<file path="src/rtl/spin_strip_renderer_if.sv">
// Control handshake between a spin requester and the strip renderer.
interface spin_strip_renderer_if;
    logic       start;
    logic [2:0] seed;
    logic       busy;
    logic       done;
    logic [2:0] result;

    modport master (output start, output seed, input busy, input done, input result);
    modport slave  (input start, input seed, output busy, output done, output result);
endinterface

</file>
<file path="src/rtl/spin_strip_renderer.sv">
// Pixel-content generator for the VGA output stage: draws an 8-tile strip
// with a highlight cursor, and runs a frame-paced spin that accelerates
// the cursor, decelerates it, then stops on a result tile.
module spin_strip_renderer #(
    parameter int unsigned STRIP_X0   = 64,
    parameter int unsigned STRIP_Y0   = 208,
    parameter int unsigned FAST_STEPS = 24,
    parameter int unsigned SLOW_STEPS = 8,
    parameter int unsigned PERIOD_MIN = 2,
    parameter logic [5:0]  BG_COLOR   = 6'b010000,
    parameter logic [47:0] PALETTE    = {6'b101010, 6'b010101, 6'b110011, 6'b111100,
                                         6'b001111, 6'b110000, 6'b001100, 6'b000011}
) (
    input  logic                  clk,
    input  logic                  reset,
    input  logic [9:0]            horCnt,
    input  logic [9:0]            verCnt,
    input  logic                  sActive,
    output logic [5:0]            rgbContent,
    spin_strip_renderer_if.slave  ctrl
);

    localparam logic [9:0] X0 = 10'(STRIP_X0);
    localparam logic [9:0] X1 = 10'(STRIP_X0 + 512);
    localparam logic [9:0] Y0 = 10'(STRIP_Y0);
    localparam logic [9:0] Y1 = 10'(STRIP_Y0 + 64);

    typedef enum logic [1:0] {IDLE, SPIN, SLOW, DONE} state_t;

    state_t     state, stateNxt;
    logic [2:0] cursor, cursorNxt;
    logic [2:0] resultReg, resultNxt;
    logic [7:0] frameCnt, frameCntNxt;
    logic [7:0] stepsLeft, stepsLeftNxt;
    logic [7:0] period, periodNxt;
    logic [7:0] stepsDec;
    logic       tick;

    // Pixel path signals
    logic       inStrip;
    logic [2:0] tileIdx;
    logic [5:0] locX, locY;
    logic       border;
    logic [5:0] palEntry;
    logic [5:0] pixNxt;

    // First blanking line marks one frame
    assign tick = (verCnt == 10'd480) && (horCnt == 10'd0);

    assign ctrl.busy   = (state == SPIN) || (state == SLOW);
    assign ctrl.done   = (state == DONE);
    assign ctrl.result = resultReg;

    // Spin state and datapath registers
    always_ff @(posedge clk or negedge reset) begin
        if (!reset) begin
            state     <= IDLE;
            cursor    <= '0;
            resultReg <= '0;
            frameCnt  <= '0;
            stepsLeft <= '0;
            period    <= '0;
        end else begin
            state     <= stateNxt;
            cursor    <= cursorNxt;
            resultReg <= resultNxt;
            frameCnt  <= frameCntNxt;
            stepsLeft <= stepsLeftNxt;
            period    <= periodNxt;
        end
    end

    // Next-state: start capture in IDLE/DONE, frame-paced stepping while spinning
    always_comb begin
        stateNxt     = state;
        cursorNxt    = cursor;
        resultNxt    = resultReg;
        frameCntNxt  = frameCnt;
        stepsLeftNxt = stepsLeft;
        periodNxt    = period;
        stepsDec     = stepsLeft - 8'd1;
        unique case (state)
            IDLE, DONE: begin
                if (ctrl.start) begin
                    stateNxt     = SPIN;
                    stepsLeftNxt = 8'(FAST_STEPS) + {5'b0, ctrl.seed} + 8'(SLOW_STEPS);
                    periodNxt    = 8'(PERIOD_MIN);
                    frameCntNxt  = '0;
                end
            end
            SPIN, SLOW: begin
                if (tick) begin
                    if (frameCnt + 8'd1 == period) begin
                        cursorNxt    = cursor + 3'd1;
                        frameCntNxt  = '0;
                        stepsLeftNxt = stepsDec;
                        if (state == SPIN) begin
                            if (stepsDec == 8'(SLOW_STEPS)) begin
                                stateNxt  = SLOW;
                                periodNxt = 8'(PERIOD_MIN + 1);
                            end
                        end else if (stepsDec == '0) begin
                            stateNxt  = DONE;
                            resultNxt = cursor + 3'd1;
                        end else begin
                            periodNxt = period + 8'd1;
                        end
                    end else begin
                        frameCntNxt = frameCnt + 8'd1;
                    end
                end
            end
            default: stateNxt = IDLE;
        endcase
    end

    assign inStrip = (horCnt >= X0) && (horCnt < X1) && (verCnt >= Y0) && (verCnt < Y1);
    assign {tileIdx, locX} = 9'(horCnt - X0);
    assign locY = 6'(verCnt - Y0);
    assign border = (locX == 6'd0) || (locX == 6'd63) || (locY == 6'd0) || (locY == 6'd63);

    // Pixel colour selection for the current counter position
    always_comb begin
        palEntry = '0;
        for (int unsigned i = 0; i < 8; i++) begin
            if (tileIdx == 3'(i)) palEntry = PALETTE[6*i +: 6];
        end
        if (!sActive)               pixNxt = '0;
        else if (!inStrip)          pixNxt = BG_COLOR;
        else if (border)            pixNxt = '0;
        else if (tileIdx == cursor) pixNxt = '1;
        else                        pixNxt = palEntry;
    end

    // One-cycle registered pixel output
    always_ff @(posedge clk or negedge reset) begin
        if (!reset) rgbContent <= '0;
        else        rgbContent <= pixNxt;
    end

endmodule

</file>
<file path="src/flat_wrapper.sv">
// flat-port wrapper written by rule: the top's interface ports become plain ports
module spin_strip_renderer_flat 
#(
    parameter int unsigned STRIP_X0   = 64,
    parameter int unsigned STRIP_Y0   = 208,
    parameter int unsigned FAST_STEPS = 24,
    parameter int unsigned SLOW_STEPS = 8,
    parameter int unsigned PERIOD_MIN = 2,
    parameter logic [5:0]  BG_COLOR   = 6'b010000,
    parameter logic [47:0] PALETTE    = {6'b101010, 6'b010101, 6'b110011, 6'b111100,
                                         6'b001111, 6'b110000, 6'b001100, 6'b000011}
)
  (clk, reset, horCnt, verCnt, sActive, rgbContent, ctrl_start, ctrl_seed, ctrl_busy, ctrl_done, ctrl_result);
  spin_strip_renderer_if ctrl_i ();
  input  logic clk;
  input  logic reset;
  input  logic [9:0] horCnt;
  input  logic [9:0] verCnt;
  input  logic sActive;
  output logic [5:0] rgbContent;
  input wire logic [$bits(ctrl_i.start)-1:0] ctrl_start;
  input wire logic [$bits(ctrl_i.seed)-1:0] ctrl_seed;
  output wire logic [$bits(ctrl_i.busy)-1:0] ctrl_busy;
  output wire logic [$bits(ctrl_i.done)-1:0] ctrl_done;
  output wire logic [$bits(ctrl_i.result)-1:0] ctrl_result;
  assign ctrl_i.start = ctrl_start;
  assign ctrl_i.seed = ctrl_seed;
  assign ctrl_busy = ctrl_i.busy;
  assign ctrl_done = ctrl_i.done;
  assign ctrl_result = ctrl_i.result;
  spin_strip_renderer #(.STRIP_X0(STRIP_X0), .STRIP_Y0(STRIP_Y0), .FAST_STEPS(FAST_STEPS), .SLOW_STEPS(SLOW_STEPS), .PERIOD_MIN(PERIOD_MIN), .BG_COLOR(BG_COLOR), .PALETTE(PALETTE)) u_core (.clk(clk), .reset(reset), .horCnt(horCnt), .verCnt(verCnt), .sActive(sActive), .rgbContent(rgbContent), .ctrl(ctrl_i));
endmodule
</file>
<file path="config.mk">
export PLATFORM = sky130hd
export DESIGN_NAME = spin_strip_renderer_flat
export DESIGN_NICKNAME = d
export VERILOG_FILES = /design/src/rtl/spin_strip_renderer_if.sv /design/src/rtl/spin_strip_renderer.sv /design/src/flat_wrapper.sv
export SDC_FILE = /design/constraint.sdc
export NUM_CORES = 1
export LEC_CHECK = 0
export CORE_AREA = 4 4 107 58
export CTS_BUF_LIST = sky130_fd_sc_hd__clkbuf_16
export CTS_CLUSTER_DIAMETER = 120
export CTS_CLUSTER_SIZE = 16
export DETAILED_ROUTE_END_ITERATION = 8
export DIE_AREA = 0 0 111 62
export GPL_TIMING_DRIVEN = 0
export PLACE_DENSITY = 0.82
export SLEW_MARGIN = 20
export SYNTH_ARGS = -nofsm -noshare
export SYNTH_HDL_FRONTEND = slang
export SYNTH_SLANG_ARGS = --single-unit
</file>
<file path="constraint.sdc">
create_clock -name clk -period 3.2 [get_ports clk]
set_input_delay 0.96 -clock clk [delete_from_list [all_inputs] [get_ports clk]]
set_output_delay 0.96 -clock clk [all_outputs]
set_load 0.05 [all_outputs]
</file>
# [After elaboration in Yosys (flattened, before gate mapping)]
# Cells that the tools add are included.
# Widths: inputs -> output; s select.
[word_totals] elab_cells=98 input_bits=27 register_bits=38
[classes] n_mux=34 n_bitwise=1 magnitude_cmp=4 reduce_logical=22 add_sub_neg=8 eq_ne=22
[op_table] cell="$mux 8" count=12
[op_table] cell="$mux 6" count=11
[op_table] cell="$pmux 8 s2" count=3
[op_table] cell="$add 8x1->8 const B" count=2
[op_table] cell="$reduce_and 5->1" count=3
[op_table] cell="$mux 2" count=7
[op_table] cell="$eq 3x3->1 const B" count=4
[op_table] cell="$eq 6x6->1 const B" count=2
[op_table] cell="$logic_not 6->1" count=2
[op_table] cell="$eq 10x9->1 const B" count=1
[op_table] cell="$ge 10x7->1 const B" count=1
[op_table] cell="$ge 10x8->1 const B" count=1
[op_table] cell="$logic_not 10->1" count=1
[op_table] cell="$lt 10x10->1 const B" count=1
[op_table] cell="$lt 10x9->1 const B" count=1
[op_table] cell="$sub 9x7->9 const B" count=1
[op_table] cell="$add 8x4->8 const B" count=1
[op_table] cell="$eq 8x4->1 const B" count=1
[op_table] cell="$eq 8x8->1" count=1
[op_table] cell="$logic_not 8->1" count=1
[op_table] cell="$sub 8x1->8 const B" count=1
[op_table] cell="$add 5x3->6 const A" count=1
[op_table] cell="$eq 3x2->1 const B" count=2
[op_table] cell="$reduce_and 3->1" count=2
[op_table] cell="other kinds (19)" count=28

# [Logic depth before layout (Yosys ltp)]
# Gate-level depths: netlist of the first run.
[logic_depth] depth_word=14 depth_mapped=10

# [Least setup slack after synthesis of the first run]
# Ideal clock, no wire load.
[synth_path] path_kind="input -> register" start="input horCnt[6]" end="register u_core.state[0]" setup_time_ns=0.079 arrival_time_ns=2.708 n_path_buf=0 setup_slack_ns=0.413 stages=8 path_cell_list="inv_1 -> ha_1 -> nor3b_1 -> nand4_1 -> nor2_1 -> nand2_1 -> o31ai_1 -> mux2i_1"
[synth_between] elab_chain_cells=4
[synth_lines] element="start, declared" line="flat_wrapper.sv:17" text="input logic [9:0] horCnt;"
[synth_lines] element="$logic_not 10->1" line="spin_strip_renderer.sv:48" text="assign tick = (verCnt == 10'd480) && (horCnt == 10'd0);"
[synth_lines] element="$logic_and 1x1->1" line="spin_strip_renderer.sv:48"
[synth_lines] element="$ne 2x1->1 (no source line)"
[synth_lines] element="$reduce_and 5->1 (no source line)"
[synth_lines] element="end signal, assigned" line="spin_strip_renderer.sv:64" text="state <= stateNxt;"
[synth_lines] element="end, declared" line="spin_strip_renderer.sv:30" text="state_t state, stateNxt;"
# Every way passes these cells.
# A chain may end at the register's enable or synchronous reset.

# [Worst setup path after layout of the first run]
[layout_path] start="register u_core.state[0]" end="output ctrl_busy"
[layout_between] elab_chain_cells=2 word_cells_on_any_way=3
[layout_lines] element="$eq 2x1->1 / $eq 2x2->1 (equally long branches)" line="spin_strip_renderer.sv:50" text="assign ctrl.busy = (state == SPIN) || (state == SLOW);"
[layout_lines] element="$logic_or 1x1->1 *" line="spin_strip_renderer.sv:50"
[layout_lines] element="end, declared" line="flat_wrapper.sv:23" text="output wire logic [$bits(ctrl_i.busy)-1:0] ctrl_busy;"
# Every way passes the cells marked *; elsewhere a longest branch is shown, timed or not.

==> summary.md, run 1 <==
| Metric | Value |
|---|---|
| Syn_nets | `between 300 and 400` |
| XOR/XNOR Fraction of Synth Area | `a little over 6%` |
| DRT Wirelength | `around 8.5 mm` |
| Routed WL per cell | `about 19 um` |
| Warnings, synthesis | `0` |
| Initial detailed-routing violation count | `between 200 and 250` |
| Crit end category | `output port` |
| Clock Sinks | `38` |
| Compound-gate portion of the synthesized area | `around 19%` |
| Mean Syn Cell Area | `8.667 um^2` |
| Post-synthesis cell type count | `55` |
| Pwr dens | `about 530 mW/mm^2` |
| Area post-placement | `between 0.003 and 0.004 mm^2` |
| Largest family of logic cells by synthesized area | `simple AND/OR/NAND/NOR gates` |
| Initial Util | `between 50% and 60%` |
| Unrepaired setup endpoints after global routing | `no` |
| Largest net degree at the start of global routing | `31` |
| Max Fclk | `~320 MHz` |
| Placement Setup Slack | `-841.2 ps` |
| Area contributors post-synth | `dfrtp_1 33%, ha_1 6.2%, nand2_1 4.4%` |
| Peak supply drop | `~330 uV` |
| Slew HR | `59.01%` |
| NumNets Final | `417` |
| Vias | `2,832` |
| # rows | `19` |
| Root buf cell | `clkbuf_16` |
| HP Class | `flip-flop to flip-flop` |
| Crit Path Max Fanout | `10` |
| Die area | `0.006882 mm^2` |
| Antenna-violating nets left | `0` |
| Post-synthesis mux area share | `between 2 and 2.5%` |
| Clock Latency Late Sink | `~290 ps` |
| Final Hold Fails | `0` |
| Clock Path Buffers | `2` |
| Clock slew at reported path FFs | `~60 ps` |
| Largest area contributor in the netlist | `dfrtp_1` |
| Synth Area in Simple Gates | `between 20% and 30%` |
| CP Launch Type | `flip-flop` |
| Final Cycle Share | `a little over nine tenths` |
| Vias in the first global route | `about 2.6k` |
| DR vias/cell | `6.293` |
| Final number of setup-violating endpoints | `0` |
| Total Routing Usage GR | `between 20% and 30%` |
| I/O pin total | `38` |
| Synth top area share | `33.45%` |
| Status | `completed` |
| Final Max Slew Viols | `0` |
| Most frequent cell after synthesis | `dfrtp_1` |
| Minimum clock period after layout | `between 3000 and 4000 ps` |
| CP Class | `flip-flop to output port` |
| Final GP Congestion | `1.001` |
| Final Instance Area | `roughly 0.0035 mm^2` |
| Worst endpoint required time | `about 2200 ps` |
| Gr ovfl total | `0` |
| CTS tree | `built` |
| Port Buf Inserts | `37` |
| Most frequent cells after synthesis | `38 x dfrtp_1, 33 x nand2_1, 20 x nand3_1, 17 x nor2_1, 16 x o21ai_0` |
| Core ar. | `around 0.0053 mm^2` |
| Htree depth | `2` |
| First-pass iteration count of the detailed router | `5` |
| Initial antenna violation count | `0` |
| Post-Synth Adder-Cell Area | `just over 6%` |
| Top FF cell, synth | `dfrtp_1` |
| Die height | `between 60 and 70 um` |
| CTS Buf Count | `5` |
| Layout cells sized above 1 | `a little over 10%` |
| Slew at the pin closest to its max-slew limit | `614.9 ps` |
| Register area share after synthesis | `between 30 and 40%` |
| Post-Syn Area | `approximately 0.0028 mm^2` |
| Fin util | `around 66%` |
| P_leak | `approximately 1.5 nW` |
| CP Data Arrival Time | `2200 ps` |
| Area Overhead vs Synth | `23.46%` |
| First-pass GRT wire length | `13.37 mm` |
| FF+latch count, synth | `38` |
| # DRC | `0` |
| # hold bufs at CTS | `0` |
| Diodes inserted | `0` |
| Die width | `around 110 um` |
| Maxcap violations | `0` |
| Count of flip-flops with a built-in enable after synthesis | `0` |
| Fraction of registers with async set/reset | `100.0%` |
| Clk_skew | `between 4 and 5 ps` |
| PnR worst setup slack | `approximately 37 ps` |
| Detail Placement HPWL | `about 6 mm` |
| Syn Inst Count | `between 300 and 400` |
[final timing paths]
path | startpoint | endpoint | slack, ps | cells past startpoint
hold / removal | u_core.ctrl.result[2]$_DFFE_PN0P_ | u_core.ctrl.result[2]$_DFFE_PN0P_ | 510 | 1
setup / recovery | u_core.state[0]$_DFFE_PN0P_ | ctrl_busy | 40 | 5
min in group asynchronous | reset | u_core.ctrl.result[2]$_DFFE_PN0P_ | 520 | 1
max in group asynchronous | reset | u_core.frameCnt[2]$_DFFE_PN0P_ | 2230 | 2
setup reg to reg | u_core.frameCnt[0]$_DFFE_PN0P_ | u_core.state[0]$_DFFE_PN0P_ | 350 | 7
hold reg to reg | u_core.ctrl.result[2]$_DFFE_PN0P_ | u_core.ctrl.result[2]$_DFFE_PN0P_ | 510 | 1
[cells in the final DEF, fill, tap and decap left out, types with 5 or more instances in the layout]
cell type,instances
dfrtp_1,38
clkdlybuf4s50_1,33
nand2_1,32
nand3_1,20
nor2_1,16
o21ai_0,16
nor3_1,15
ha_1,13
xnor2_1,12
inv_1,11
a21oi_1,11
nand4_1,9
xor2_1,8
clkbuf_1,7
and2_1,7
nand3b_1,6
or3_1,6
buf_2,6
nor4_1,5
and4_1,5
o211ai_1,5
and3_1,5
o31ai_1,5
buf_4,5
clkbuf_16,5
[metal layers]
layer,global-route usage (%),vias up,part of all wire (%)
li1,-,1323,-
met1,36.43,1355,48
met2,37.16,140,40
met3,6.963,14,10
met4,9.825,0,1.5
met5,0,-,0
[area by class of cell]
| class | instances | area, um^2 |
|---|---|---|
| plain buffers | 17 | 86.33 |
| clock buffers | 5 | 125.1 |
| clock inverters | 3 | 16.27 |
| fillers | 423 | 1792 |
| inverters | 12 | 45.04 |
| multi-input cells | 261 | 1785 |
| flip-flops and latches | 38 | 950.9 |
| well taps | 73 | 91.34 |
| repair buffers | 41 | 409.1 |
[registers in the layout, indices dropped and copies added, names as in the netlist]
| register | cells |
|---|---|
| u_core.cursor | 3 |
| u_core.rgbContent | 6 |
| u_core.frameCnt | 8 |
| u_core.period | 8 |
| u_core.stepsLeft | 8 |
| u_core.state | 2 |
| u_core.ctrl.result | 3 |
[power breakdown]
| group | leakage [nW] | switching [mW] | internal [mW] | total [mW] |
|---|---|---|---|---|
| clock network | 0.0672 | 0.207 | 0.284 | 0.491 |
| registers | 0.494 | 0.0996 | 0.549 | 0.648 |
| logic | 0.936 | 0.466 | 0.257 | 0.723 |
| total | 1.50 | 0.773 | 1.09 | 1.86 |
[kinds of logic after synthesis]
logic type / count (synthesis)
AO/OA/AOI/OAI: 74
buffers and inverters: 29
flip-flops: 38
AND/OR/NAND/NOR: 148
XOR/XNOR: 20
adder cells (fa/ha/maj): 14
multiplexers: 5
[metrics by stage]
step	TNS, ps	hold slack [ps]	cells	power, mW
after CTS	0	510.2	450	1.834
after global placement	-9609	496.4	438	1.314
after floorplan	0	491.1	328	1.101
after detailed placement	-12930	492.9	439	1.344
final	0	505.0	450	1.863
after global routing	0	526.9	450	1.958
[repair_timing]
action	in CTS	in global routing
endpoints found under the setup margin	28	14
pin swaps	2	1
resized for setup	8	6
setup buffers	3	0
[critical path, cell delays in order (launching register included)]
cell,delay (ps)
dfrtp_1,400
inv_1,90
ha_1,440
inv_1,260
clkbuf_2,310
clkdlybuf4s18_2,410
No activity file was read; power rests on OpenSTA's default activity.
==> inputs of run 2 (changes only) <==
--- a/config.mk
+++ b/config.mk
@@ -12,7 +12,8 @@
 export DETAILED_ROUTE_END_ITERATION = 8
 export DIE_AREA = 0 0 111 62
 export GPL_TIMING_DRIVEN = 0
-export PLACE_DENSITY = 0.82
+export MAX_ROUTING_LAYER = met4
+export PLACE_DENSITY_LB_ADDON = 0.1
 export SLEW_MARGIN = 20
 export SYNTH_ARGS = -nofsm -noshare
 export SYNTH_HDL_FRONTEND = slang
==> run 2 against run 1 <==
  * Non-clock buffer count unchanged
  * Sequential share of layout area decreased by 0.45 points
  * Worst setup slack improved by 32 ps
  * Critical path type unchanged
  * Largest cell class unchanged
  * Highest routed layer unchanged
==> summary.md, run 2 (synthesis gave the netlist of run 1 again) <==
| Metric | Value |
|---|---|
| Status | `completed` |
| Minimum clock period after layout | `3132 ps (-31.57 ps)` |
| Buf+Inv Stages, Crit Path | `4 (unchanged)` |
| Port Buf Inserts | `37 (unchanged)` |
| Initial detailed-routing violation count | `170 (-28%)` |
| Final GP Congestion | `0.9108 (-9.0%)` |
| DR vias/cell | `6.196 (-1.6%)` |
| Largest net degree at the start of global routing | `28 (-9.7%)` |
| Clock slew at reported path FFs | `60 ps (about the same)` |
| Die width | `111 um (unchanged)` |
| Area post-placement | `0.003319 mm^2 (unchanged)` |
| Htree depth | `2 (unchanged)` |
| Final Max Slew Viols | `0 (unchanged)` |
| Die area | `0.006882 mm^2 (unchanged)` |
| Setup_tns | `0 ps (unchanged)` |
| Gr ovfl total | `0 (unchanged)` |
| Slew at the pin closest to its max-slew limit | `604.3 ps (-10.60 ps)` |
| CP Launch Type | `flip-flop` |
| Vias in the first global route | `2,495 (-4.6%)` |
| # DRC | `0 (unchanged)` |
| Final Hold Fails | `0 (unchanged)` |
| Detail Placement HPWL | `5.988 mm (-2.9%)` |
| Antenna-violating nets left | `0 (unchanged)` |
| Initial Util | `53.62% (unchanged)` |
| Area of the multi-input gates | `0.001795 mm^2 (+0.56%)` |
| Clock Path Buffers | `2 (unchanged)` |
| Core ar. | `0.005301 mm^2 (unchanged)` |
| Final Instance Area | `0.003568 mm^2 (+1.7%)` |
| Worst endpoint required time | `2240 ps (about the same)` |
| Crit end category | `output port` |
| Final Cycle Share | `97.86% (-0.99 points)` |
| NumNets Final | `417 (unchanged)` |
| Placed insts | `439 (unchanged)` |
| Unrepaired setup endpoints after global routing | `no` |
| Max Fclk | `319.3 MHz (+1.0%)` |
| Detail Route met2 WL | `3.079 mm (-9.8%)` |
| # hold bufs at CTS | `0 (unchanged)` |
| Most common cell after layout, fill and taps aside | `dfrtp_1` |
| CTS Buf Count | `5 (unchanged)` |
| Layout cells sized above 1 | `11.41% (+1.1 points)` |
| Root buf cell | `clkbuf_16` |
| CTS tree | `built` |
| Critical Path Max Stage Delay | `420 ps (-20 ps)` |
| Routed WL per cell | `17.90 um (-4.8%)` |
| M1 wire length | `4.073 mm (+0.79%)` |
| Crit path cell chain | `inv_1 > ha_1 > inv_1 > clkbuf_2 > clkdlybuf4s15_2` |
| Post-Layout Cell Count | `450 (unchanged)` |
| Most used cell, CP | `inv_1` |
| Vias | `2,788 (-1.6%)` |
| Fin util | `67.31% (+1.1 points)` |
| CP max-delay cell | `ha_1` |
| Clk_skew | `4.444 ps (+0.1695 ps)` |
| Commonest cells after routing, fill and taps aside | `38 x dfrtp_1, 33 x clkdlybuf4s50_1, 32 x nand2_1, 20 x nand3_1` |
| Top Registers | `u_core.frameCnt (8), u_core.period (8), u_core.stepsLeft (8)` |
| Detailed-routed wire length on met3 | `839 um (-4.0%)` |
| Pwr dens | `561.4 mW/mm^2 (+5.8%)` |
| Family with the most delay on the worst path | `buffers and inverters` |
| Clock Latency Late Sink | `290 ps (about the same)` |
| DRT Wirelength | `8.054 mm (-4.8%)` |
| Die height | `62 um (unchanged)` |
| Final number of setup-violating endpoints | `0 (unchanged)` |
| Slew HR | `59.42% (+0.42 points)` |
| Initial antenna violation count | `0 (unchanged)` |
| Total Routing Usage GR | `24.74% (-0.72 points)` |
| Peak supply drop | `480.7 uV (+47%)` |
| First-pass iteration count of the detailed router | `5 (unchanged)` |
| # rows | `19 (unchanged)` |
| DR top layer | `met4` |
| First-pass GRT wire length | `12.78 mm (-4.4%)` |
| Crit Path Max Fanout | `10 (unchanged)` |
| Seq. cell area | `950.9 um^2 (unchanged)` |
| P_leak | `1.514 nW (+1.2%)` |
| Filler instances | `442 (+4.5%)` |
| HP Class | `flip-flop to flip-flop` |
| Clock Sinks | `38 (unchanged)` |
| CP Data Arrival Time | `2170 ps (-30 ps)` |
| I/O pin total | `38 (unchanged)` |
| Maxcap violations | `0 (unchanged)` |
| CP Class | `flip-flop to output port` |
| Area Overhead vs Synth | `25.53%` |
| Diodes inserted | `0 (unchanged)` |
## run 2: metrics by stage
step	worst slack (ps)	hold slack [ps]	power (mW)
after global routing	1.107	524.9	2.110
after global placement	-646.3	497.5	1.320
after detailed placement	-711.1	502.5	1.331
after floorplan	412.9	491.1	1.101
after CTS	50.71	515.6	1.984
final	68.46	508.4	2.003
## run 2: final cells by class
type                            count  share of cell area (%)
Multi-Input combinational cell    261                   50.32
Sequential cell                    38                   26.65
Timing Repair Buffer               41                   11.50
Clock buffer                        5                   3.506
Tap cell                           73                   2.560
Buffer                             17                   2.419
Clock inverter                      3                   1.788
Inverter                           12                   1.262
## run 2: final timing paths
check | startpoint | end | slack (ps) | cells past startpoint
min | u_core.ctrl.result[2]$_DFFE_PN0P_ | u_core.ctrl.result[2]$_DFFE_PN0P_ | 510 | 1
max in group asynchronous | reset | u_core.frameCnt[5]$_DFFE_PN0P_ | 2210 | 2
max | u_core.state[0]$_DFFE_PN0P_ | ctrl_busy | 70 | 5
min reg2reg | u_core.ctrl.result[2]$_DFFE_PN0P_ | u_core.ctrl.result[2]$_DFFE_PN0P_ | 510 | 1
max reg2reg | u_core.frameCnt[0]$_DFFE_PN0P_ | u_core.state[0]$_DFFE_PN0P_ | 360 | 7
min in group asynchronous | reset | u_core.ctrl.result[2]$_DFFE_PN0P_ | 540 | 1
## run 2: repair_timing
action,CTS,global route
hold endpoints to repair,0,0
setup endpoints to repair,26,11
pin swaps,1,1
gates resized for setup,11,5
setup buffers,2,1
## run 2: layer usage
layer	up-vias	global-route usage, %
met5	-	-
met4	0	5.088
met1	1330	35.61
met3	9	7.350
li1	1325	-
met2	124	34.14
## run 2: power by group
| group | total, mW | switching (mW) | internal (mW) |
|---|---|---|---|
| Combinational | 0.718 | 0.461 | 0.257 |
| Sequential | 0.636 | 0.0873 | 0.549 |
| Clock | 0.649 | 0.205 | 0.444 |
| Total | 2.00 | 0.753 | 1.25 |
==> inputs of run 3 (changes only) <==
--- a/config.mk
+++ b/config.mk
@@ -13,7 +13,7 @@
 export DIE_AREA = 0 0 111 62
 export GPL_TIMING_DRIVEN = 0
 export MAX_ROUTING_LAYER = met4
-export PLACE_DENSITY_LB_ADDON = 0.1
+export PLACE_DENSITY = 0.79
 export SLEW_MARGIN = 20
 export SYNTH_ARGS = -nofsm -noshare
 export SYNTH_HDL_FRONTEND = slang
==> run 3 against run 2 <==
  * Critical path depth unchanged
  * Final cell count is 0.22% higher
  * Flip-flop and latch count unchanged
  * Sequential share of layout area is 0.056 points higher
  * Critical endpoint unchanged
==> summary.md, run 3 (synthesis gave the netlist of run 1 again) <==
| Metric | Value |
|---|---|
| Status | `completed` |
| Initial antenna violation count | `0 (unchanged)` |
| Die area | `0.006882 mm^2 (unchanged)` |
| Crit Path Max Fanout | `10 (unchanged)` |
| Combinational share of power | `35.6% (-0.2 points)` |
| DRT Wirelength | `7.912 mm (-1.8%)` |
| Die width | `111 um (unchanged)` |
| Antenna-violating nets left | `0 (unchanged)` |
| CP max-delay cell | `ha_1` |
| Diodes inserted | `0 (unchanged)` |
| Post-Layout Cell Count | `451 (+0.22%)` |
| Final Cycle Share | `95.97% (-1.9 points)` |
| Initial detailed-routing violation count | `309 (+82%)` |
| Hold WS | `510.3 ps (+1.952 ps)` |
| # rows | `19 (unchanged)` |
| NumNets Final | `418 (+0.24%)` |
| Slew HR | `59.35% (-0.068 points)` |
| First-pass iteration count of the detailed router | `5 (unchanged)` |
| Die height | `62 um (unchanged)` |
| Peak supply drop | `470.1 uV (-2.2%)` |
| Reg2Reg Depth | `7 (unchanged)` |
| I/O pin total | `38 (unchanged)` |
| # DRC | `0 (unchanged)` |
| Htree depth | `2 (unchanged)` |
| Worst r2r dst | `u_core.state[0]$_DFFE_PN0P_` |
| Top Registers | `u_core.frameCnt (8), u_core.period (8), u_core.stepsLeft (8)` |
| CTS tree | `built` |
| Commonest cells after routing, fill and taps aside | `38 x dfrtp_1, 34 x clkdlybuf4s50_1, 32 x nand2_1, 20 x nand3_1` |
| Worst R2R Start | `u_core.frameCnt[0]$_DFFE_PN0P_` |
| CTS Buf Count | `5 (unchanged)` |
| Most common cell after layout, fill and taps aside | `dfrtp_1` |
| CP Class | `flip-flop to output port` |
| Total Routing Usage GR | `24.65% (-0.096 points)` |
| Clock Path Buffers | `2 (unchanged)` |
| Critical Path Max Stage Delay | `440 ps (+20 ps)` |
| PnR worst setup slack | `129.0 ps (+60.53 ps)` |
| Area Overhead vs Synth | `25.26%` |
| Worst R2R Setup Slack | `180 ps (-180 ps)` |
| Filler instances | `412 (-6.8%)` |
| Routed WL per cell | `17.54 um (-2.0%)` |
| CP Launch Type | `flip-flop` |
| Worst endpoint required time | `2240 ps (about the same)` |
| Max Fclk | `325.6 MHz (+2.0%)` |
| Detail Placement HPWL | `5.873 mm (-1.9%)` |
| Port Buf Inserts | `37 (unchanged)` |
| Placement Setup Slack | `-835.2 ps (-124.0 ps)` |
| Clock Latency Late Sink | `300 ps (about the same)` |
| Crit path cell chain | `inv_1 > ha_1 > inv_2 > clkbuf_2 > clkdlybuf4s15_2` |
| Crit end category | `output port` |
| Maxcap violations | `0 (unchanged)` |
| CP Data Arrival Time | `2110 ps (-60 ps)` |
| Pwr dens | `569.2 mW/mm^2 (+1.4%)` |
| Gr ovfl total | `0 (unchanged)` |
| Fin util | `67.17% (-0.14 points)` |
| Sw power | `774.8 uW (+2.9%)` |
| Clock Sinks | `38 (unchanged)` |
| Sequential cell fraction of total power | `31.7% (about the same)` |
| Final Max Slew Viols | `0 (unchanged)` |
| Placed insts | `439 (unchanged)` |
| Core ar. | `0.005301 mm^2 (unchanged)` |
| Layout cells sized above 1 | `10.85% (-0.56 points)` |
| Vias in the first global route | `2,451 (-1.8%)` |
| Switching Share | `38.23% (+0.64 points)` |
| Slew at the pin closest to its max-slew limit | `605.3 ps (+1.013 ps)` |
| P_leak | `1.519 nW (+0.28%)` |
| Pint | `1.252 mW (+0.15%)` |
| First-pass GRT wire length | `12.56 mm (-1.7%)` |
| DR vias/cell | `6.233 (+0.60%)` |
| Vias | `2,811 (+0.82%)` |
| Clk_skew | `4.374 ps (-0.07088 ps)` |
| # hold bufs at CTS | `0 (unchanged)` |
| Area of the multi-input gates | `0.001779 mm^2 (-0.91%)` |
| Crit path capture | `ctrl_busy` |
| Clock power share | `32.7% (+0.3 points)` |
| Final Hold Fails | `0 (unchanged)` |
| HP Class | `flip-flop to flip-flop` |
| Clock slew at reported path FFs | `60 ps (about the same)` |
| Final GP Congestion | `0.9602 (+5.4%)` |
| Root buf cell | `clkbuf_16` |
| CP startpoint | `u_core.state[0]$_DFFE_PN0P_` |
| Largest net degree at the start of global routing | `27 (-3.6%)` |
| Minimum clock period after layout | `3071 ps (-60.53 ps)` |
| Final number of setup-violating endpoints | `0 (unchanged)` |
| Seq. cell area | `950.9 um^2 (unchanged)` |
| Initial Util | `53.62% (unchanged)` |
-- run 3: worst min-delay path by stage --
stage / from / endpoint / slack, ps / cells past startpoint
detailed placement: u_core.ctrl.result[2]$_DFFE_PN0P_ / u_core.ctrl.result[2]$_DFFE_PN0P_ / 500 / 1
global route: u_core.ctrl.result[1]$_DFFE_PN0P_ / u_core.ctrl.result[1]$_DFFE_PN0P_ / 520 / 1
CTS: u_core.ctrl.result[1]$_DFFE_PN0P_ / u_core.ctrl.result[1]$_DFFE_PN0P_ / 520 / 1
global placement: u_core.ctrl.result[1]$_DFFE_PN0P_ / u_core.ctrl.result[1]$_DFFE_PN0P_ / 500 / 1
floorplan: u_core.cursor[1]$_DFFE_PN0P_ / u_core.cursor[1]$_DFFE_PN0P_ / 490 / 2
finish: u_core.ctrl.result[1]$_DFFE_PN0P_ / u_core.ctrl.result[1]$_DFFE_PN0P_ / 510 / 1
-- run 3: per-stage QoR --
stage / setup TNS (ps) / cell area (um^2) / power [mW]
after global routing: -45.28 / 3561 / 2.127
after floorplan: 0 / 2843 / 1.101
after CTS: 0 / 3543 / 2.013
after global placement: -9975 / 3304 / 1.323
final: 0 / 3561 / 2.027
after detailed placement: -12250 / 3319 / 1.342
-- run 3: power by group through the flow --
stage	combinational [mW]	sequential [mW]	clock, mW
final	0.721	0.643	0.662
after global routing	0.788	0.654	0.685
after CTS	0.707	0.638	0.668
after detailed placement	0.698	0.645	0
after global placement	0.680	0.643	0
after floorplan	0.477	0.625	0
-- run 3: layout make-up --
class,instances,share of cell area (%)
multi-input combinational,261,49.96
sequential,38,26.70
clock inverter,3,1.792
inverter,12,1.265
buffer,17,2.424
timing repair buffer,42,11.77
tap,73,2.565
clock buffer,5,3.514
-- run 3: timing repair --
item	CTS	global route
setup endpoints to repair	26	24
pin swaps	2	0
gates resized for setup	8	4
buffers inserted	3	1
-- run 3: routing by layer --
metal	vias to the layer above	routed length, um	GRT usage, %
met5	-	0	-
met4	0	129	8.421
met3	17	895	7.060
met2	145	3009	32.16
met1	1321	3877	35.80
li1	1328	-	-
-- run 3: worst max-delay path, delay by kind of cell (launching register included) --
kind	cells	cell delay, ps
flip-flops	1	410
buffers and inverters	4	970
adder cells (fa/ha/maj)	1	440
==> patch 1, RTL diff (config.mk and constraints of run 3) <==
Make the reset (`reset`) synchronous in 2 clocked blocks.
--- a/src/rtl/spin_strip_renderer.sv
+++ b/src/rtl/spin_strip_renderer.sv
@@ -53,5 +53,5 @@
 
     // Spin state and datapath registers
-    always_ff @(posedge clk or negedge reset) begin
+    always_ff @(posedge clk) begin
         if (!reset) begin
             state     <= IDLE;
@@ -134,5 +134,5 @@
 
     // One-cycle registered pixel output
-    always_ff @(posedge clk or negedge reset) begin
+    always_ff @(posedge clk) begin
         if (!reset) rgbContent <= '0;
         else        rgbContent <= pixNxt;
Function: differs if reset is asserted again (counterexample within 4 cycles, from zero or initial values and one cycle with reset low); with reset held inactive, the same outputs for 10 cycles.
==> patch 1 against run 3 <==
- hold slack lost 0.040 ns
- wire length shrank 1.8%
- synthesized cell count shrank 2.7%
- clock skew shrank 0.0015 ns
- largest power group unchanged
- largest cell class unchanged
- total power grew 14%
- final area shrank 5.2%
- critical endpoint is now u_core.period[0]
- sequential cell count is the same
- first-iteration DRC count shrank 26%
- worst setup slack lost 0.090 ns
- final cell count shrank 1.6%
- clock power shrank 16%
- area after synthesis shrank 7.7%
==> patch 1: results (changes against run 3) <==
Setup crit start=horCnt[2] (was u_core.state[0]); fraction of layout cells with a size suffix above 1=11.32% (was 10.85%); top_reg_cell synth=dfxtp_1 (was dfrtp_1); crit path DAT=3.36 ns (was 2.11 ns); final clock skew=0.002910 ns (was 0.004374 ns); largest net degree at the start of global routing=12 (was 27); Filler cells=466 (was 412); Worst Path Max Fanout=7 (was 10); worst-margin pin slew=0.6189 ns (was 0.6053 ns); n_diodes=0 (unchanged); WL/cell=17.51 µm (was 17.54 µm); status=complete, no violations (unchanged); Layout Nets=411 (was 418); Global Route Usage Sum=23.75% (was 24.65%); Hold Crit Start=u_core.ctrl.result[0] (was u_core.ctrl.result[1]); global-route wire length before repair=12410 µm (was 12560 µm); top cells by count, synth=dfxtp_1, nand2_1, nor2_1, nand3_1, o21ai_0 (was dfrtp_1, nand2_1, nand3_1, nor2_1, o21ai_0); Worst-Skew Late Latency=0.28 ns (was 0.30 ns); worst r2r path cells=8 (was 7); Sw Share=43.07% (was 38.23%); Synthesized Nets=360 (was 369); cell leakage power=1.247 nW (was 1.519 nW); maximum VDD drop=368.9 µV (was 470.1 µV); vias in the first global route=2523 (was 2451); ys async rst share=0% (was 100.0%); initial drt markers=230 (was 309); sequential share of the synthesized area=28.99% (was 33.45%); Final HPWL DP=5752 µm (was 5873 µm); Comb power frac=49.9% (was 35.6%); Min-Delay Path Depth=2 (was 1); worst hold-check path type=flip-flop to flip-flop (unchanged); Warnings, synthesis=0 (unchanged); ranking of synthesized cells by area=dfxtp_1, ha_1, xnor2_1 (was dfrtp_1, ha_1, nand2_1); reg2reg start=u_core.frameCnt[0] (unchanged); routability congestion estimate=0.9525 (was 0.9602); count of cell types in the netlist=65 (was 55); total number of vias=2695 (was 2811); DP Worst Slack=-0.8061 ns (was -0.8352 ns)
[patch 1: cell types whose count changed in the layout (fill, tap and decap cells not counted), moves of 5 or more]
cell	delta
dfrtp_1	-38
and2_1	-5
nor2_1	+10
nand2_1	-6
dfxtp_1	+38
[patch 1: timing repair]
| item | 4_1_cts | 5_1_grt |
|---|---|---|
| resized for setup | 10 | 7 |
| endpoints found under the setup margin | 26 | 27 |
| setup buffers | 2 | 6 |
| pin swaps | 0 | 6 |
[patch 1: layout make-up]
| cell class | count | area, µm² | area share [%] |
|---|---|---|---|
| Inverter | 13 | 48.80 | 1.445 |
| Timing Repair Buffer | 45 | 449.2 | 13.30 |
| Sequential cell | 38 | 760.7 | 22.53 |
| Clock inverter | 3 | 37.54 | 1.112 |
| Tap cell | 73 | 91.34 | 2.705 |
| Clock buffer | 5 | 125.1 | 3.705 |
| Multi-Input combinational cell | 258 | 1827 | 54.09 |
| Buffer | 9 | 37.54 | 1.112 |
[patch 1: kinds of logic after synthesis]
family	share of synthesized area [%]
xor gates and xnor gates	7.678
muxes	1.526
AOI/OAI and AO/OA	22.51
buffers and inverters	3.433
adders and majority gates	6.676
DFF	28.99
and+or+nand+nor	29.18
[patch 1: worst paths after layout]
path,endpoint,slack (ns)
worst max-delay path,u_core.period[0],0.04
worst min-delay path,u_core.ctrl.result[0],0.47
worst max register to register,u_core.stepsLeft[0],0.42
worst min register to register,u_core.ctrl.result[0],0.47
[patch 1: per-layer routing]
metal,part of all wire (%),GRT usage [%],vias to the layer above
met1,49,33.00,1284
met3,7.9,3.675,12
met4,1.3,7.193,0
met2,42,36.03,110
li1,-,-,1289
met5,0,-,-
[patch 1: power groups by stage]
| stage | Clock (mW) | Sequential [mW] | Combinational, mW |
|---|---|---|---|
| after floorplan | 0 | 0.594 | 0.707 |
| after global placement | 0 | 0.604 | 0.953 |
| after detailed placement | 0 | 0.607 | 0.981 |
| after CTS | 0.562 | 0.597 | 1.07 |
| after global routing | 0.580 | 0.606 | 1.24 |
| final | 0.553 | 0.601 | 1.15 |
[patch 1: worst max-delay path: stages]
cell and delay (ns):
clkdlybuf4s50_1 0.44, or4_4 0.54, nor3_4 0.34, a31oi_4 0.17, a211o_1 0.36, o21ai_4 0.28
mux2i_1 0.27
[patch 1: stage by stage]
stage	utilization [%]	cells	TNS (ns)	hold slack, ns	cell area (µm²)
2_1_floorplan	-	319	0	0.4782	2624
3_3_place_gp	58.20	429	-14.76	0.4598	3085
3_5_place_dp	58.20	429	-16.60	0.4655	3085
4_1_cts	62.40	439	0	0.4713	3308
5_1_grt	63.70	444	-0.09960	0.5084	3377
6_report	63.70	444	0	0.4703	3377
==> patch 2, RTL diff (config.mk and constraints of run 3) <==
Made on the original files. `STRIP_Y0` is set to 208 in 2 places; all go to 104.
--- a/src/rtl/spin_strip_renderer.sv
+++ b/src/rtl/spin_strip_renderer.sv
@@ -4,5 +4,5 @@
 module spin_strip_renderer #(
     parameter int unsigned STRIP_X0   = 64,
-    parameter int unsigned STRIP_Y0   = 208,
+    parameter int unsigned STRIP_Y0   = 104,
     parameter int unsigned FAST_STEPS = 24,
     parameter int unsigned SLOW_STEPS = 8,
--- a/src/flat_wrapper.sv
+++ b/src/flat_wrapper.sv
@@ -3,5 +3,5 @@
 #(
     parameter int unsigned STRIP_X0   = 64,
-    parameter int unsigned STRIP_Y0   = 208,
+    parameter int unsigned STRIP_Y0   = 104,
     parameter int unsigned FAST_STEPS = 24,
     parameter int unsigned SLOW_STEPS = 8,
Function: changed (a bounded check fails within 4 cycles, from zero or initial values and one cycle with reset low).
==> patch 2 against run 3 <==
- worst setup slack lost 0.036 ns
- die area did not move
- clock skew rose by 0.0018 ns
- final area up 3.3%
- wire length rose by 7.4%
- combinational power is 91% higher
- total power is 37% higher
- area after synthesis increased by 3.8%
- non-clock buffer count rose by 3
- sequential cell count is the same
- largest power group unchanged
- clock power is essentially flat
- largest cell class unchanged
- register-to-register slack improved by 0.08 ns
==> patch 2: results (changes against run 3) <==
met3 routed WL=841 µm (was 895 µm); Layout Nets=432 (was 418); top cells by count, synth=dfrtp_1, nand2_1, nor2_1, o21ai_0, ha_1 (was dfrtp_1, nand2_1, nand3_1, nor2_1, o21ai_0); number of non-clock buffers=62 (was 59); Min-Delay Path Depth=2 (was 1); fraction of layout cells with a size suffix above 1=10.26% (was 10.85%); DP Cell Count=450 (was 439); routing usage on met2=37.93% (was 32.16%); largest net degree at the start of global routing=28 (was 27); Filler cells=414 (was 412); multi-input combinational area share=51.09% (was 49.96%); final clock skew=0.006141 ns (was 0.004374 ns); maximum VDD drop=486.2 µV (was 470.1 µV); met1 WL=4120 µm (was 3877 µm); CP peak stage delay=0.49 ns (was 0.44 ns); XOR/XNOR share of the synthesized area=5.344% (was 6.162%); Int Pwr=1.509 mW (was 1.252 mW); comb_multi_in=266 (was 261); status=complete, no violations (unchanged); crit path DAT=2.15 ns (was 2.11 ns); clock share of power=23.8% (was 32.7%); sequential share of power=26.5% (was 31.7%); Clk power=661 µW (was 662 µW); sequential share of the synthesized area=32.23% (was 33.45%); routability congestion estimate=0.9431 (was 0.9602); initial drt markers=270 (was 309); grt met3 use=5.706% (was 7.060%); Synthesized Nets=382 (was 369); compound-gate portion of the synthesized area=25.19% (was 18.57%)
patch 2: what timing repair did:
item / 4_1_cts / 5_1_grt
setup endpoints to repair: 26 / 4
buffers inserted: 6 / 0
pin swaps: 3 / 1
gates resized for setup: 10 / 0
patch 2: how the worst min path moves through the flow:
stage | startpoint | endpoint | slack [ns]
after detailed placement | u_core.ctrl.result[0] | u_core.ctrl.result[0] | 0.51
after global placement | u_core.ctrl.result[0] | u_core.ctrl.result[0] | 0.49
after global routing | u_core.cursor[0] | u_core.cursor[0] | 0.56
after CTS | u_core.ctrl.result[0] | u_core.ctrl.result[0] | 0.52
final | u_core.ctrl.result[0] | u_core.ctrl.result[0] | 0.51
after floorplan | u_core.frameCnt[1] | u_core.frameCnt[1] | 0.50
patch 2: worst max-delay path: cells and delay by family, from the launching register on:
| kind | cells | cell delay [ns] |
|---|---|---|
| flip-flops | 1 | 0.41 |
| adder cells (fa/ha/maj) | 1 | 0.27 |
| buffers and inverters | 4 | 1.18 |
